--- src/rtl/text_fetch8x12.sv ---
// Text-mode pixel stage: character/attribute fetch, glyph fetch, palette lookup and
// blinking underline cursor, with a fixed 5-cycle latency and matching delayed syncs.
module text_fetch8x12 #(
    parameter int HRES       = 640,
    parameter int VRES       = 480,
    parameter int HSZ        = 10,
    parameter int VSZ        = 10,
    parameter int COLS       = 80,
    parameter int CELL_H     = 12,
    parameter int BLINK_LOG2 = 5
) (
    input  logic           clk_i,
    input  logic           rst_i,
    input  logic [HSZ-1:0] i_hcount,
    input  logic [VSZ-1:0] i_vcount,
    input  logic           i_de,
    input  logic           i_hsync,
    input  logic           i_vsync,
    output logic [11:0]    o_text_addr,
    input  logic [15:0]    i_text_data,
    output logic [11:0]    o_font_addr,
    input  logic [7:0]     i_font_data,
    input  logic           i_pal_we,
    input  logic [3:0]     i_pal_idx,
    input  logic [11:0]    i_pal_color,
    input  logic           i_cursor_en,
    input  logic [6:0]     i_cursor_col,
    input  logic [5:0]     i_cursor_row,
    output logic [11:0]    o_color,
    output logic           o_de,
    output logic           o_hsync,
    output logic           o_vsync
);
    localparam int FW = BLINK_LOG2 + 1;

    logic [3:0]    cell_row;
    logic [5:0]    text_row;
    logic [11:0]   row_base;
    logic [FW-1:0] frame_cnt;

    logic [6:0] col;
    logic       line_end;
    logic       frame_end;
    logic       cursor_hit;

    assign col       = 7'(i_hcount[HSZ-1:3]);
    assign line_end  = (i_hcount == HSZ'(HRES - 1));
    assign frame_end = (i_vcount == VSZ'(VRES - 1));

    // Cursor is an underline on the bottom two scanlines of its cell, blinking on frame_cnt.
    assign cursor_hit = i_cursor_en && frame_cnt[BLINK_LOG2]
                        && (text_row == i_cursor_row) && (col == i_cursor_col)
                        && (cell_row >= 4'(CELL_H - 2));

    // NOTE: all state below uses non-blocking assignments so every stage samples the
    // previous value of its neighbour; blocking here would collapse the pipeline.
    always_ff @(posedge clk_i) begin
        if (rst_i) begin
            cell_row  <= '0;
            text_row  <= '0;
            row_base  <= '0;
            frame_cnt <= '0;
        end else if (line_end) begin
            if (frame_end) begin
                cell_row  <= '0;
                text_row  <= '0;
                row_base  <= '0;
                frame_cnt <= frame_cnt + FW'(1);
            end else if (cell_row == 4'(CELL_H - 1)) begin
                cell_row <= '0;
                text_row <= text_row + 6'd1;
                row_base <= row_base + 12'(COLS);
            end else begin
                cell_row <= cell_row + 4'd1;
            end
        end
    end

    logic [11:0] palette [16];

    // NOTE: the palette is a 16-entry flop array rather than a RAM macro, so it can be
    // loaded with the grey ramp in reset; larger memories should not be reset this way.
    always_ff @(posedge clk_i) begin
        if (rst_i) begin
            for (int i = 0; i < 16; i++) begin
                palette[i] <= {4'(i), 4'(i), 4'(i)};
            end
        end else if (i_pal_we) begin
            palette[i_pal_idx] <= i_pal_color;
        end
    end

    logic [2:0] h1, h2, h3, h4;
    logic [3:0] row1, row2;
    logic       cur1, cur2, cur3, cur4;
    logic [7:0] attr3, attr4;
    logic [4:0] de_sr, hs_sr, vs_sr;

    logic       pix_bit;
    logic [3:0] pal_idx;

    assign pix_bit = i_font_data[3'd7 - h4];
    assign pal_idx = (pix_bit ^ cur4) ? attr4[7:4] : attr4[3:0];

    always_ff @(posedge clk_i) begin
        if (rst_i) begin
            o_text_addr <= '0;
            o_font_addr <= '0;
            o_color     <= '0;
            h1    <= '0;
            h2    <= '0;
            h3    <= '0;
            h4    <= '0;
            row1  <= '0;
            row2  <= '0;
            cur1  <= 1'b0;
            cur2  <= 1'b0;
            cur3  <= 1'b0;
            cur4  <= 1'b0;
            attr3 <= '0;
            attr4 <= '0;
            de_sr <= '0;
            hs_sr <= '0;
            vs_sr <= '0;
        end else begin
            // Stage 1: text RAM address holds through blanking.
            if (i_de) begin
                o_text_addr <= row_base + 12'(col);
            end
            h1   <= i_hcount[2:0];
            row1 <= cell_row;
            cur1 <= cursor_hit;

            h2   <= h1;
            row2 <= row1;
            cur2 <= cur1;

            // Stage 3: text data is valid, issue the glyph row fetch.
            o_font_addr <= {i_text_data[7:0], row2};
            attr3       <= i_text_data[15:8];
            h3          <= h2;
            cur3        <= cur2;

            attr4 <= attr3;
            h4    <= h3;
            cur4  <= cur3;

            // Stage 5: glyph data is valid, colour out.
            o_color <= de_sr[3] ? palette[pal_idx] : 12'h000;

            de_sr <= {de_sr[3:0], i_de};
            hs_sr <= {hs_sr[3:0], i_hsync};
            vs_sr <= {vs_sr[3:0], i_vsync};
        end
    end

    assign o_de    = de_sr[4];
    assign o_hsync = hs_sr[4];
    assign o_vsync = vs_sr[4];

endmodule

--- config.mk ---
export PLATFORM = sky130hd
export DESIGN_NAME = text_fetch8x12
export DESIGN_NICKNAME = d
export VERILOG_FILES = /design/src/rtl/text_fetch8x12.sv
export SDC_FILE = /design/constraint.sdc
export NUM_CORES = 1
export LEC_CHECK = 0
export CAP_MARGIN = 20
export CORE_AREA = 2 2 189 191
export CTS_CLUSTER_DIAMETER = 30
export DETAILED_ROUTE_END_ITERATION = 7
export DIE_AREA = 0 0 191 193
export PLACE_DENSITY = 0.64
export SYNTH_ARGS = -nofsm -noshare
export SYNTH_HDL_FRONTEND = slang
export SYNTH_SLANG_ARGS = --single-unit
--- constraint.sdc ---
create_clock -name clk_i -period 3 [get_ports clk_i]
set_clock_uncertainty 0.15 [all_clocks]
set_input_delay 0.3 -clock clk_i [delete_from_list [all_inputs] [get_ports clk_i]]
set_output_delay 0.3 -clock clk_i [all_outputs]
set_load 0.01 [all_outputs]
==> results of run 1 <==
[kinds of logic (layout without fill, tap and decap cells)]
group	after synthesis	in the layout	share of synthesized area [%]
compound gates	118	118	6.67
xor+xnor	38	38	2.69
fa+ha+maj	8	8	0.765
buf+inv	88	380	2.69
flops	307	307	61.7
mux	47	47	3.91
simple gates	501	501	21.6
[power by group]
part / internal [mW] / leakage (nW) / switching, mW / total (mW)
clock: 4.38 / 1.01 / 2.39 / 6.76
combinational: 0.392 / 3.08 / 0.457 / 0.849
sequential: 4.67 / 2.82 / 0.0660 / 4.74
[worst paths after layout]
| path | to | slack, ns | cells after the start |
|---|---|---|---|
| setup / recovery | o_color[1]$_SDFF_PP0_ | -0.004 | 10 |
| hold / removal | attr3[7]$_SDFF_PP0_ | 0.11 | 2 |
| setup reg to reg | o_color[1]$_SDFF_PP0_ | -0.004 | 10 |
| hold reg to reg | cur3$_SDFF_PP0_ | 0.27 | 1 |
[cell type report]
cell class / count / area, sq um
Multi-Input combinational cell: 712 / 4920
Sequential cell: 307 / 8070
Timing Repair Buffer: 263 / 2470
Inverter: 5 / 18.8
Fill cell: 2990 / 16800
Tap cell: 461 / 577
Clock inverter: 43 / 523
Clock buffer: 69 / 1590
[registers in the layout (all words and copies together) (netlist names), 3 cells and up]
signal,flops
o_font_addr,12
h1,3
h4,3
palette,192
attr4,8
cell_row,4
row2,4
row1,4
row_base,8
frame_cnt,6
o_color,12
hs_sr,5
h3,3
attr3,8
h2,3
vs_sr,5
de_sr,5
o_text_addr,12
text_row,6
[cells in the mapped netlist (all sizes together) (15+ instances only)]
master	n
or2	16
and3	39
or3	88
nand3	23
nand2b	26
and2	96
edfxtp	192
nand2	57
o21ai	18
xor2	23
nor2b	65
mux2i	41
dfxtp	115
buf	15
nor2	57
nor4	16
clkbuf	68
xnor2	15
a211oi	40
[what timing repair did]
action,in CTS,in global routing
gates cloned,1,3
setup buffers,1,11
resized for setup,20,39
pin swaps,4,12
endpoints found under the setup margin,12,12
[routing by layer]
| layer | GRT usage, % | vias up |
|---|---|---|
| met5 | 0 | - |
| met4 | 8.17 | 0 |
| met3 | 4.67 | 79 |
| met2 | 32.5 | 435 |
| met1 | 25.4 | 4708 |
| li1 | - | 4495 |
[through the flow]
stage	hold WS, ns	utilization (%)
floorplan	0.233	-
global placement	0.267	44.6
detailed placement	0.270	44.6
CTS	0.0922	51.0
global route	0.0993	52.0
finish	0.112	52.0
==> results.ini, run 1 <==
[status]
status=complete, but fails checks
violations=negative setup slack

[run]
max-cap-violations=0

[global_route]
grt_overflow_total=0
grt_start_max_net_pins=55
grtUsageTotal_pct=19.9
grt_pass1_vias=9521
grt_pass1_wl_microns=55200
antenna_found_initial=1

[die]
ioPinCount=119
die_h_microns=193
start_util_pct=37.4
rows=69
fp.dieW_microns=191
coreArea_sq_um=35000
fp.dieArea_sq_um=36900

[routing]
ant_nets=0
wl_met1_microns=15100
vias=9717
wl_per_cell_microns=19.9
viasPerCell=5.22
drc=0
finalWirelength_microns=37100
firstDrtPassIters=5
first_iter_violations=791
highest_layer=met4
wl_met3_microns=3280
dr_wl_met2_microns=17400

[layout]
layout_common_cells=edfxtp_1, buf_4, clkdlybuf4s50_1
area_growth_pct=38.9
final_common_cell=edfxtp_1
drive_gt1_share_pct=22.6
finalNetCount=1436
diodes=0
final_cells=1860
design_area_sq_um=18200

[placement]
dp_slack_ns=-0.434
portBuffers=118
hpwl_microns=24700
gp_congestion=0.888
dp.cells=1733
placed_cell_area_sq_um=15600

[critical_path]
r2r-start=h4[0]$_SDFF_PP0_
max_stage_delay_ns=0.50
crit_start=h4[0]$_SDFF_PP0_
cp_data_arrival_time_ns=3.39
worst_setup_path_start_kind=flop
cp_cell_sequence=mux4_2 -> mux2_4 -> xnor2_4 -> buf_4 -> mux2i_4 -> buf_12 -> buf_4 -> a222oi_1 -> buf_4 -> a21o_1
crit_family=multiplexers
crit_buf_inv=4
crit_type=flop to flop
crit_top_cell=buf_4
slowest_stage=mux4_2
required_ns=3.38
crit_fanout=9
end_kind=flop

[logic_synthesis]
syn_inst=1107
synthDistinctLibCells=44
post_synth.cell_area_avg_sq_um=11.8
yosysWarnings=0
synth-main-ff-cell=edfxtp_1
synth_top_cell_area_share_pct=44.1
ys_seq_area_share_pct=61.7
synth_area_sq_um=13100
ys_top_cells_by_area=edfxtp_1, dfxtp_1, and2_1, or3_1, mux2i_1
async_reset_ff_share_pct=0
synth-edff-count=192
ys_ff_latch=307
yosys.area.top_type=edfxtp_1
syn_nets=1195

[cts]
cts-root-buf=clkbuf_16
cts_num_sinks=307
cts_buffers=59
insertion_delay_ns=0.59
clock_path_buffers=3
htreeDepth=2
clkTransAtPathRegs_ns=0.05
tritoncts=yes
cts_hold_buf=0

[power]
p_leak_nw=6.91
ir_drop_mv=0.498
power.total_mw=12.4
power_density_nw_per_um2=680

[timing]
finalHoldViolations=0
fin_crit_ns=3.00
max_slew.worst_pin.slew_ns=0.895
setup_viol=1
fin_ws_ns=-0.00425
rsz0062_at_grt=true
fmax_mhz=333
tns_ns=-0.00425
fin_crit_sh_pct=100
relSlewSlack_pct=40.1
drv_slew=0

[hold_path]
hold_class=input port to flop
hp-start=i_text_data[15]

Note: power is estimated with default switching activity, not from simulation.
==> run 2: changes to the inputs <==
HOLD_SLACK_MARGIN = 0.06   (was default)
==> results of run 2 <==
The final DEF is identical to that of run 1; final timing and power are the same.
==> run 3: changes to the inputs <==
CORE_AREA = 3 3 190 192   (was 2 2 189 191)
DIE_AREA = 0 0 193 195   (was 0 0 191 193)
==> results.ini, run 3 (synthesis gave the netlist of run 1 again) <==
[global_route]
antenna_found_initial=0  ; -1
grt_overflow_total=0  ; unchanged
grtUsageTotal_pct=19.4  ; -0.52 points
grt_pass1_vias=9406  ; -1.2%
grt_pass1_wl_microns=56000  ; +1.4%
grt_start_max_net_pins=53  ; -3.6%

[run]
max-cap-violations=0  ; unchanged

[critical_path]
crit_top_cell=mux2_4
cp_cell_sequence=mux4_2 -> mux2_4 -> xnor2_4 -> mux2_4 -> buf_4 -> a211oi_1 -> nor4_2 -> a31o_2
reg2reg_slack_ns=0.1  ; +0.10 ns
worst_setup_path_start_kind=flop
crit_family=multiplexers
max_stage_delay_ns=0.51  ; about the same
crit_buf_inv=1  ; -3
required_ns=3.31  ; -0.07 ns
slowest_stage=mux4_2
end_kind=flop
crit_fanout=8  ; -1
cp_data_arrival_time_ns=3.21  ; -0.18 ns
crit_type=flop to flop

[timing]
relSlewSlack_pct=37.4  ; -2.7 points
fmax_mhz=345  ; +3.5%
fin_crit_sh_pct=96.7  ; -3.4 points
rsz0062_at_grt=true
drv_slew=0  ; unchanged
setup_viol=0  ; -1
max_slew.worst_pin.slew_ns=0.936  ; +0.0404 ns
tns_ns=0  ; +0.00425 ns
finalHoldViolations=0  ; unchanged
fin_crit_ns=2.90  ; -0.103 ns

[routing]
vias=9316  ; -4.1%
finalWirelength_microns=36100  ; -2.8%
viasPerCell=5.15  ; -1.5%
first_iter_violations=850  ; +7.5%
ant_nets=0  ; unchanged
firstDrtPassIters=5  ; unchanged
drc=0  ; unchanged
wl_per_cell_microns=19.9  ; about the same

[die]
coreArea_sq_um=34500  ; -1.2%
ioPinCount=119  ; unchanged
rows=68  ; -1.4%
start_util_pct=37.9  ; +0.46 points
die_h_microns=195  ; +1.0%
fp.dieW_microns=193  ; +1.0%
fp.dieArea_sq_um=37600  ; +2.1%

[power]
p_int_mw=9.25  ; -2.0%
ir_drop_mv=0.429  ; -14%
clkPwrFrac_pct=53.7  ; -1.0 points
p_comb_share_pct=6.7  ; -0.2 points
p_leak_nw=6.63  ; -4.0%
seqPwrFrac_pct=39.6  ; +1.2 points
sw_frac_of_total_pct=22.6  ; -0.91 points
power_density_nw_per_um2=682  ; +0.36%
p_sw_mw=2.71  ; -6.9%

[layout]
diodes=0  ; unchanged
fillers=2997  ; +0.23%
design_area_sq_um=17500  ; -3.5%
finalNetCount=1394  ; -2.9%
largest_reg_flops=192  ; unchanged
final_common_cell=edfxtp_1
layout_common_cells=edfxtp_1, clkdlybuf4s50_1, dfxtp_1
drive_gt1_share_pct=18.7  ; -3.9 points
top_register=palette
area_growth_pct=34.0

[cts]
cts_buffers=57  ; -3.4%
clock_path_buffers=3  ; unchanged
htreeDepth=2  ; unchanged
tritoncts=yes
cts_hold_buf=0  ; unchanged
insertion_delay_ns=0.57  ; -0.02 ns
clkTransAtPathRegs_ns=0.05  ; about the same
cts-root-buf=clkbuf_16
cts_num_sinks=307  ; unchanged

[placement]
placed_cell_area_sq_um=15400  ; -1.0%
gp_congestion=0.955  ; +7.5%
hpwl_microns=24500  ; -0.90%
portBuffers=118  ; unchanged

[hold_path]
hold_class=input port to flop

[status]
status=completed

## run 3: cell count changes in the layout (fill, tap and decap cells not counted), moves of 4 or more
| cell | previous run | this run |
|---|---|---|
| buf_6 | 8 | 2 |
| mux2i_1 | 36 | 40 |
| clkinv_4 | 12 | 5 |
| inv_4 | 1 | 6 |
| buf_4 | 124 | 93 |
| a211oi_1 | 25 | 30 |
| clkbuf_8 | 5 | 0 |
| clkinv_2 | 5 | 10 |
## run 3: path summary, 6_finish.rpt
check,from,endpoint,cells after the start
hold / removal,i_text_data[1],o_font_addr[5]$_SDFF_PP0_,2
hold reg to reg,attr3[0]$_SDFF_PP0_,attr4[0]$_SDFF_PP0_,1
setup reg to reg,h4[0]$_SDFF_PP0_,o_color[2]$_SDFF_PP0_,8
setup / recovery,h4[0]$_SDFF_PP0_,o_color[2]$_SDFF_PP0_,8
## run 3: area by class of cell
type	count	area, sq um	area share (%)
multi-input combinational	712	4810	27.4
sequential	307	8070	46.0
tap	455	569	3.25
clock buffer	66	1500	8.57
clock inverter	42	452	2.58
inverter	5	18.8	0.107
timing repair buffer	223	2110	12.0
## run 3: per-layer routing
metal	vias to the layer above	share of wire, %	global-route usage, %
met4	0	2.9	6.91
met1	4490	44	27.5
met2	347	45	29.5
met3	70	7.7	3.81
met5	-	0	0
li1	4409	-	-
## run 3: timing repair
item	4_1_cts	5_1_grt
pin swaps	0	2
gates cloned	0	0
resized for setup	1	28
setup buffers	0	0
setup endpoints to repair	1	12
## run 3: through the flow
stage / hold WS (ns) / worst slack [ns] / utilization, % / instances / total power [mW]
detailed placement: 0.270 / -0.309 / 44.7 / 1702 / 5.60
floorplan: 0.233 / 0.245 / - / 1107 / 5.14
global route: 0.138 / -0.0458 / 50.7 / 1810 / 12.3
finish: 0.137 / 0.0987 / 50.7 / 1810 / 12.0
global placement: 0.266 / -0.246 / 44.7 / 1702 / 5.59
CTS: 0.116 / 0.00482 / 50.4 / 1810 / 12.0
## run 3: power by group through the flow
stage | Clock, mW | Sequential, mW | Combinational, mW
finish | 6.42 | 4.74 | 0.804
global route | 6.72 | 4.75 | 0.858
CTS | 6.48 | 4.74 | 0.784
detailed placement | 0 | 4.82 | 0.780
global placement | 0 | 4.81 | 0.775
floorplan | 0 | 4.80 | 0.339
